File: config.mk
export PLATFORM = sky130hd
export DESIGN_NAME = uart_baud_timer_flat
export DESIGN_NICKNAME = d
export VERILOG_FILES = /design/src/rtl/uart_baud_timer_pkg.sv /design/src/rtl/uart_baud_timer_if.sv /design/src/rtl/uart_baud_timer_prescaler.sv /design/src/rtl/uart_baud_timer.sv /design/src/flat_wrapper.sv
export SDC_FILE = /design/constraint.sdc
export NUM_CORES = 1
export LEC_CHECK = 0
export CAP_MARGIN = 0
export CORE_MARGIN = 4
export CORE_UTILIZATION = 58
export DETAILED_ROUTE_END_ITERATION = 8
export GPL_ROUTABILITY_DRIVEN = 1
export PLACE_DENSITY = 0.89
export SYNTH_ARGS = -nofsm -noshare
export SYNTH_HDL_FRONTEND = slang
export SYNTH_SLANG_ARGS = --single-unit
File: constraint.sdc
create_clock -name clock -period 4 [get_ports clock]
set_input_delay 0.6 -clock clock [delete_from_list [all_inputs] [get_ports clock]]
set_output_delay 0.6 -clock clock [all_outputs]
set_load 0.02 [all_outputs]
File: src/rtl/uart_baud_timer_pkg.sv
`default_nettype none
// ============================================================================
// uart_timer_pkg : shared state enum, mode constants and parameter defaults
// Rev 1.0
// ============================================================================
package uart_timer_pkg;

  typedef enum logic [0:0] {
    IDLE = 1'b0,
    RUN  = 1'b1
  } timer_state_t;

  localparam logic MODE_PERIODIC = 1'b0;
  localparam logic MODE_ONESHOT  = 1'b1;

  localparam int DEF_DIV_W = 24;
  localparam int DEF_OVS   = 16;
  localparam int DEF_CNT_W = 8;

endpackage
`default_nettype wire

File: src/rtl/uart_baud_timer_if.sv
`default_nettype none
// ============================================================================
// uart_baud_timer_if : control inputs and tick outputs of the baud timer
// Rev 1.0
// ============================================================================
interface uart_baud_timer_if
  import uart_timer_pkg::*;
#(
  parameter int DIV_W = DEF_DIV_W,
  parameter int CNT_W = DEF_CNT_W
);

  logic             enable;
  logic [DIV_W-1:0] divisor;
  logic             mode;
  logic             start;
  logic [CNT_W-1:0] bits;
  logic             ovs_tick;
  logic             bit_tick;
  logic             half_tick;
  logic             busy;
  logic             done;

  modport master (
    output enable, divisor, mode, start, bits,
    input  ovs_tick, bit_tick, half_tick, busy, done
  );

  modport slave (
    input  enable, divisor, mode, start, bits,
    output ovs_tick, bit_tick, half_tick, busy, done
  );

endinterface
`default_nettype wire

File: src/rtl/uart_baud_timer_prescaler.sv
`default_nettype none
// ============================================================================
// tick_prescaler : one-cycle tick every `divisor` clocks while clear is low
// Rev 1.0
// ============================================================================
module tick_prescaler
  import uart_timer_pkg::*;
#(
  parameter int DIV_W = DEF_DIV_W
) (
  input  logic             clock,
  input  logic             reset,
  input  logic             clear,
  input  logic [DIV_W-1:0] divisor,
  output logic             tick
);

  logic [DIV_W-1:0] count;

  // Count starts at 0 on the first enabled cycle, so the tick lands on cycle D.
  assign tick = !clear && (count == divisor - DIV_W'(1));

  always_ff @(posedge clock or posedge reset) begin
    if (reset) begin
      count <= '0;
    end else if (clear || tick) begin
      count <= '0;
    end else begin
      count <= count + DIV_W'(1);
    end
  end

endmodule
`default_nettype wire

File: src/rtl/uart_baud_timer.sv
`default_nettype none
// ============================================================================
// uart_baud_timer : periodic / one-shot oversample and bit-period tick timer
// Optional mid-bit tick enabled by macro UART_BAUD_TIMER_HALF_EN. Rev 1.0
// ============================================================================
module uart_baud_timer
  import uart_timer_pkg::*;
#(
  parameter int DIV_W = DEF_DIV_W,
  parameter int OVS   = DEF_OVS,
  parameter int CNT_W = DEF_CNT_W
) (
  input  logic               clock,
  input  logic               reset,
  uart_baud_timer_if.slave   bus
);

  localparam int              OVS_W    = $clog2(OVS);
  localparam logic [OVS_W-1:0] OVS_LAST = OVS_W'(OVS - 1);

  timer_state_t     state;
  timer_state_t     state_next;
  logic             launch;
  logic             running;
  logic [DIV_W-1:0] div_q;
  logic             mode_q;
  logic [CNT_W-1:0] bits_q;
  logic [OVS_W-1:0] ovs_cnt;
  logic [CNT_W-1:0] bit_cnt;
  logic             ovs_tick;
  logic             bit_tick;
  logic             done;

  // Ticks and done are qualified by enable so an abort never emits a pulse.
  assign running = (state == RUN) && bus.enable;

  always_comb begin
    state_next = state;
    launch     = 1'b0;
    case (state)
      IDLE: begin
        if (bus.enable && ((bus.mode == MODE_PERIODIC) || bus.start)) begin
          launch     = 1'b1;
          state_next = RUN;
        end
      end
      RUN: begin
        if (!bus.enable || done) begin
          state_next = IDLE;
        end
      end
      default: state_next = IDLE;
    endcase
  end

  always_ff @(posedge clock or posedge reset) begin
    if (reset) begin
      state <= IDLE;
    end else begin
      state <= state_next;
    end
  end

  always_ff @(posedge clock or posedge reset) begin
    if (reset) begin
      div_q  <= '0;
      mode_q <= MODE_PERIODIC;
      bits_q <= '0;
    end else if (launch) begin
      div_q  <= (bus.divisor < DIV_W'(2)) ? DIV_W'(2) : bus.divisor;
      mode_q <= bus.mode;
      bits_q <= bus.bits;
    end
  end

  tick_prescaler #(
    .DIV_W (DIV_W)
  ) u_prescaler (
    .clock   (clock),
    .reset   (reset),
    .clear   (!running),
    .divisor (div_q),
    .tick    (ovs_tick)
  );

  always_ff @(posedge clock or posedge reset) begin
    if (reset) begin
      ovs_cnt <= '0;
    end else if (!running) begin
      ovs_cnt <= '0;
    end else if (ovs_tick) begin
      ovs_cnt <= (ovs_cnt == OVS_LAST) ? '0 : ovs_cnt + OVS_W'(1);
    end
  end

  assign bit_tick = ovs_tick && (ovs_cnt == OVS_LAST);

  // One-shot completion ends the run, so the bit counter never exceeds bits_q.
  always_ff @(posedge clock or posedge reset) begin
    if (reset) begin
      bit_cnt <= '0;
    end else if (!running) begin
      bit_cnt <= '0;
    end else if (bit_tick && (mode_q == MODE_ONESHOT)) begin
      bit_cnt <= bit_cnt + CNT_W'(1);
    end
  end

  assign done = running && (mode_q == MODE_ONESHOT) &&
                ((bits_q == '0) || (bit_tick && (bit_cnt == bits_q - CNT_W'(1))));

  assign bus.ovs_tick = ovs_tick;
  assign bus.bit_tick = bit_tick;
  assign bus.busy     = (state == RUN);
  assign bus.done     = done;

`ifdef UART_BAUD_TIMER_HALF_EN
  localparam logic [OVS_W-1:0] HALF_PRE = OVS_W'(OVS / 2 - 1);
  assign bus.half_tick = ovs_tick && (ovs_cnt == HALF_PRE);
`else
  assign bus.half_tick = 1'b0;
`endif

endmodule
`default_nettype wire

File: src/flat_wrapper.sv
// flat-port wrapper written by rule: the top's interface ports become plain ports
module uart_baud_timer_flat import uart_timer_pkg::*;
#(
  parameter int DIV_W = DEF_DIV_W,
  parameter int OVS   = DEF_OVS,
  parameter int CNT_W = DEF_CNT_W
)
  (clock, reset, bus_enable, bus_divisor, bus_mode, bus_start, bus_bits, bus_ovs_tick, bus_bit_tick, bus_half_tick, bus_busy, bus_done);
  uart_baud_timer_if #(.DIV_W(DIV_W), .CNT_W(CNT_W)) bus_i ();
  input  logic clock;
  input  logic reset;
  input wire logic [$bits(bus_i.enable)-1:0] bus_enable;
  input wire logic [$bits(bus_i.divisor)-1:0] bus_divisor;
  input wire logic [$bits(bus_i.mode)-1:0] bus_mode;
  input wire logic [$bits(bus_i.start)-1:0] bus_start;
  input wire logic [$bits(bus_i.bits)-1:0] bus_bits;
  output wire logic [$bits(bus_i.ovs_tick)-1:0] bus_ovs_tick;
  output wire logic [$bits(bus_i.bit_tick)-1:0] bus_bit_tick;
  output wire logic [$bits(bus_i.half_tick)-1:0] bus_half_tick;
  output wire logic [$bits(bus_i.busy)-1:0] bus_busy;
  output wire logic [$bits(bus_i.done)-1:0] bus_done;
  assign bus_i.enable = bus_enable;
  assign bus_i.divisor = bus_divisor;
  assign bus_i.mode = bus_mode;
  assign bus_i.start = bus_start;
  assign bus_i.bits = bus_bits;
  assign bus_ovs_tick = bus_i.ovs_tick;
  assign bus_bit_tick = bus_i.bit_tick;
  assign bus_half_tick = bus_i.half_tick;
  assign bus_busy = bus_i.busy;
  assign bus_done = bus_i.done;
  uart_baud_timer #(.DIV_W(DIV_W), .OVS(OVS), .CNT_W(CNT_W)) u_core (.clock(clock), .reset(reset), .bus(bus_i));
endmodule
# Yosys cells after proc, flatten, opt, wreduce, memory -nomap -nowiden
# Cells that the tools add are included.
# word_totals
regBits	70
latch_bits	0
mem_bits_rw	0
rom_bits	0
input_bits	37
output_inout_bits	5
word_cells	46
mem_count	0
# classes
add_sub_neg	5
multipliers	0
div_mod_pow	0
order_cmp	1
n_eq_ne	5
shift	0
n_mux	11
bitwise	2
n_reduce_logical	15
# ops
operator	n
24-bit 2-to-1 mux	2
24-bit by 1-bit adder with 24-bit output (second input constant)	1
24-bit equality test	1
24-bit by 2-bit less-than comparator with 1-bit output (second input constant)	1
24-bit by 1-bit subtractor with 24-bit output (second input constant)	1
8-bit 2-to-1 mux	2
4-bit 2-to-1 mux	3
8-bit by 1-bit adder with 8-bit output (second input constant)	1
8-bit equality test	1
1-bit logical AND	8
8-bit zero test	1
8-bit by 1-bit subtractor with 8-bit output (second input constant)	1
4-bit by 1-bit adder with 4-bit output (second input constant)	1
4-bit equality test (second input constant)	1
1-bit logical OR	4
2-bit != test (second input constant)	2
1-bit 2-to-1 mux	3
1-bit zero test	2
1-bit inverter	2
1-bit one-hot mux with 2 select lines	1

# Longest topological paths before layout
# depth
depth_word	10
mapped_depth	12
depth_no_buf	10

# Hierarchy
# A second synthesis with hierarchy kept.
# hier_totals
cells_unflattened	457
area_unflattened_um2	4556.9
# by_module_without_submodules
module	instances	cells_per_inst	area_each_um2	seq_area_each_um2
tick_prescaler	1	264	2333.5	600.6
uart_baud_timer	1	193	2223.4	1151.1

# Least setup slack after synthesis
# OpenSTA, ideal clock, no wires.
# synth_path
path_kind	flip-flop to output port
startpoint	reg u_core.div_q[2]
endpoint	out bus_done
arrival_ps	3117
required_ps	3400
setup_slack_ps	283
path_stages_with_launch	9
path_buffers	1
path_cell_list	dfrtp_1 > buf_6 > or4_4 > or4_4 > or4_4 > a32oi_2 > nand4_2 > or3_1 > a21oi_1
# synth_between
elab_chain_cells	7
# synth_rtl
item	line_no	text
start: declaration	uart_baud_timer.sv:25	logic [DIV_W-1:0] div_q;
start signal: assignment	uart_baud_timer.sv:70	div_q <= (bus.divisor < DIV_W'(2)) ? DIV_W'(2) : bus.divisor;
24-bit by 1-bit subtractor with 24-bit output	uart_baud_timer_prescaler.sv:21	assign tick = !clear && (count == divisor - DIV_W'(1));
24-bit equality test	uart_baud_timer_prescaler.sv:21	
1-bit logical AND	uart_baud_timer_prescaler.sv:21	
1-bit logical AND	uart_baud_timer.sv:96	assign bit_tick = ovs_tick && (ovs_cnt == OVS_LAST);
1-bit logical AND	uart_baud_timer.sv:110	((bits_q == '0) || (bit_tick && (bit_cnt == bits_q - CNT_W'(1))));
1-bit logical OR	uart_baud_timer.sv:110	
1-bit logical AND	uart_baud_timer.sv:109	assign done = running && (mode_q == MODE_ONESHOT) &&
end: declaration	flat_wrapper.sv:21	output wire logic [$bits(bus_i.done)-1:0] bus_done;
# Every way passes these cells.

# Final worst setup path
# layout_path
startpoint	reg u_core.div_q[0]
endpoint	out bus_done
# The elaborated chain is that of the path after synthesis.

==> run_results.csv <==
group,metric,value,unit
worst_setup_path,r2r_start,"u_core.div_q[0]$_DFFE_PP0P_",
floorplanning,dieArea,8900,um^2
route,drc,0,
timing,worst_pin_slew,0.789,ns
placement,pre_cts_ws,-0.138,ns
clocking,hold_buffers,0,
global_route,grt_max_degree,40,
route,detail-route-antenna-nets,0,
job,drv_cap,0,
clocking,clkTransAtPathRegs,0.08,ns
status,outcome,"finished clean",
timing,period_minus_slack,3.91,ns
timing,hold_viol,0,
global_route,track_usage,0.260,
floorplanning,rows,31,
final_layout,drive_above_1_share,0.190,
worst_setup_path,crit_slowest_cell,"or4_4",
timing,clock.fmax,0.256,GHz
timing,fin_ws,0.0931,ns
worst_setup_path,cp-end-kind,"output pin",
worst_setup_path,cpMostUsedCell,"or4_4",
global_route,grt_pass1_wl,18000,um
timing,setup_tns,0,ns
synth,syn_avg_cell_area,9.44,um^2
floorplanning,ios,42,
final_layout,nets,570,
worst_setup_path,path_cells,"or4_4 -> or4_4 -> or4_4 -> a32oi_2 -> nand4_2 -> or3_4 -> a21oi_2 -> buf_4",
final_layout,syn2layout_area_growth,22.1,%
synth,async_flop_share,1.00,
timing,relSlewSlack,0.473,
floorplanning,core,7250,um^2
worst_setup_path,ff2ff_setup_slack,0.51,ns
final_layout,design_area,5280,um^2
synth,synth_cell_types,59,
clocking,tritoncts,"built",
floorplanning,dieHeight,94.3,um
final_layout,n_antenna_cell,0,
clocking,insertion_delay,0.36,ns
synth,netlist_area,4320,um^2
synth,ys_top_cells_by_area,"dfrtp_1, mux2_2, xnor2_1",
worst_setup_path,reg2reg_to,"u_core.bit_cnt[3]$_DFFE_PP0P_",
timing,fin_crit_sh,0.977,
power_and_ir_drop,p_leak,2.11,nW
placement,dp_hpwl,8430,um
route,totalWireLength,11100,um
synth,synth_area_leader_cell,"dfrtp_1",
final_layout,regArea,1750,um^2
worst_setup_path,crit_type,"reg -> out",
clocking,clkSinkCount,70,
global_route,use_met1,0.295,
synth,ys_seq_elements,70,
worst_setup_path,critPathCapture,"bus_done",
clocking,cts_max_level,3,
timing,finalSetupViolCount,0,
final_layout,nFillCells,524,
final_layout,stdcell_count,631,
route,drt_pass1_iterations,5,
synth,yosys.area.top_type_share,0.405,
power_and_ir_drop,worst_ir_drop_vdd,0.280,mV
placement,placed_cell_area,5030,um^2
worst_setup_path,arrival,3.31,ns
route,post_drt_wl_per_cell,17.7,um
power_and_ir_drop,p_total,2.07,mW
timing,drv_slew,0,
placement,gp_congestion,0.903,
synth,yosysMostFrequentCell,"dfrtp_1",
timing,timing.hold.ws,0.563,ns
synth,synth_edf_count,0,
synth,syn_inst,458,
worst_setup_path,cp-startpoint,"u_core.div_q[0]$_DFFE_PP0P_",
route,viasPerCell,6.09,
worst_setup_path,required,3.40,ns
floorplanning,start_util,0.596,
synth,synth_flop_cell,"dfrtp_1",
synth,syn_nets,500,
worst_setup_path,crit_fanout,3,
clocking,cts-buffers-inserted,9,
timing,skew,0.0130,ns
power_and_ir_drop,powerDensity,392,nW/um^2
worst_setup_path,worstSetupStartpointType,"flip-flop",
route,drt_iter0_drc,219,
floorplanning,fp.dieW,94.3,um
global_route,grt_pass1_vias,3819,
route,route.vias.total,3841,
global_route,busiest_layer,"met2",
clocking,cts_root_buf,"clkbuf_8",
synth,ys_seq_area_frac,0.405,
timing,rsz0062_at_grt,"true",
final_layout,multi_input_area,2520,um^2
placement,dpl.cell_count,615,
clocking,clockBufferDepth,2,
placement,numPortBuffers,40,
final_layout,fin_util,0.728,
worst_setup_path,critical-path-max-stage-delay,0.54,ns
worst_setup_path,reg2reg_depth,10,
hold_path,min_path_type,"reg -> reg",
synth,synthTopCellsByCount,"dfrtp_1, nor2_1, nand2_1",
global_route,antenna_found_initial,0,
synth,ys_warn_count,0,
global_route,overflow,0,
global_route,met3_usage,0.0561,
global_route,grt_use_met2,0.476,
hold_path,min-delay-start,"u_core.bits_q[7]$_DFFE_PP0P_",
==> metal layers <==
metal / vias up / share of wire
li1: 1802 / -
met1: 1844 / 0.39
met2: 156 / 0.52
met3: 39 / 0.055
met4: 0 / 0.033
met5: - / 0
==> cell families (layout without fill, tap and decap cells) <==
family | Yosys count | count (layout) | share of synthesized area
xor+xnor | 56 | 56 | 0.113
other cells | 1 | 1 | 0.000868
compound gates | 66 | 66 | 0.103
simple gates | 199 | 199 | 0.250
fa+ha+maj | 5 | 5 | 0.0145
flops | 70 | 70 | 0.405
buf+inv | 28 | 102 | 0.0281
mux | 33 | 33 | 0.0843
==> critical path: cells and delay by family (launching register included) <==
family | cells | cell delay, ns
flip-flops | 1 | 0.41
buffers and inverters | 1 | 0.16
AO/OA/AOI/OAI | 2 | 0.41
AND/OR/NAND/NOR | 5 | 1.97
==> area by class of cell <==
class | count | area share
Clock buffer | 12 | 0.0275
Clock inverter | 3 | 0.00853
Inverter | 13 | 0.00925
Multi-Input combinational cell | 360 | 0.477
Sequential cell | 70 | 0.332
Tap cell | 99 | 0.0235
Timing Repair Buffer | 74 | 0.123
==> power breakdown <==
part	leakage [nW]	switching (mW)	total, mW	internal, mW
sequential	0.903	0.0898	0.882	0.792
clock	0.0887	0.266	0.568	0.302
combinational	1.12	0.315	0.621	0.306
total	2.11	0.671	2.07	1.40
==> worst min-delay path by stage <==
stage,depth (start not counted),slack (ns),end
6_report,1,0.56,u_core.bits_q[7]$_DFFE_PP0P_
5_1_grt,1,0.59,u_core.div_q[18]$_DFFE_PP0P_
4_1_cts,1,0.57,u_core.bits_q[7]$_DFFE_PP0P_
3_5_place_dp,1,0.55,u_core.bits_q[7]$_DFFE_PP0P_
3_3_place_gp,1,0.53,u_core.bits_q[7]$_DFFE_PP0P_
2_1_floorplan,1,0.50,u_core.div_q[23]$_DFFE_PP0P_
==> cell usage in the layout, fill, tap and decap left out, types with 5 or more instances in the layout <==
master and instances:
mux2i_1 6, dfrtp_1 70, xor2_1 28, xnor2_1 28, or3_1 7, a21oi_1 14, nor2_1 49, nand3_1 19
o21ai_0 12, nand2_1 35, nand2b_1 7, nor3_1 9, clkbuf_8 10, mux2_2 27, nor4_1 11, nand4_1 10
buf_4 35, or4_1 8, and3_1 10, inv_1 12, clkdlybuf4s50_1 37, o211ai_1 5
==> timing repair <==
| action | CTS | global route |
|---|---|---|
| endpoints found under the hold margin | 0 | 0 |
| pin swaps | 1 | 5 |
| setup endpoints to repair | 3 | 3 |
| gates resized for setup | 12 | 11 |
| setup buffers | 0 | 1 |
==> flip-flops by register name, indices dropped and copies added, names as in the netlist <==
register,flops
u_core.ovs_cnt,4
u_core.bit_cnt,8
u_core.bus.busy,1
u_core.mode_q,1
u_core.bits_q,8
u_core.u_prescaler.count,24
u_core.div_q,24
Note: power is estimated with default switching activity, not from simulation.
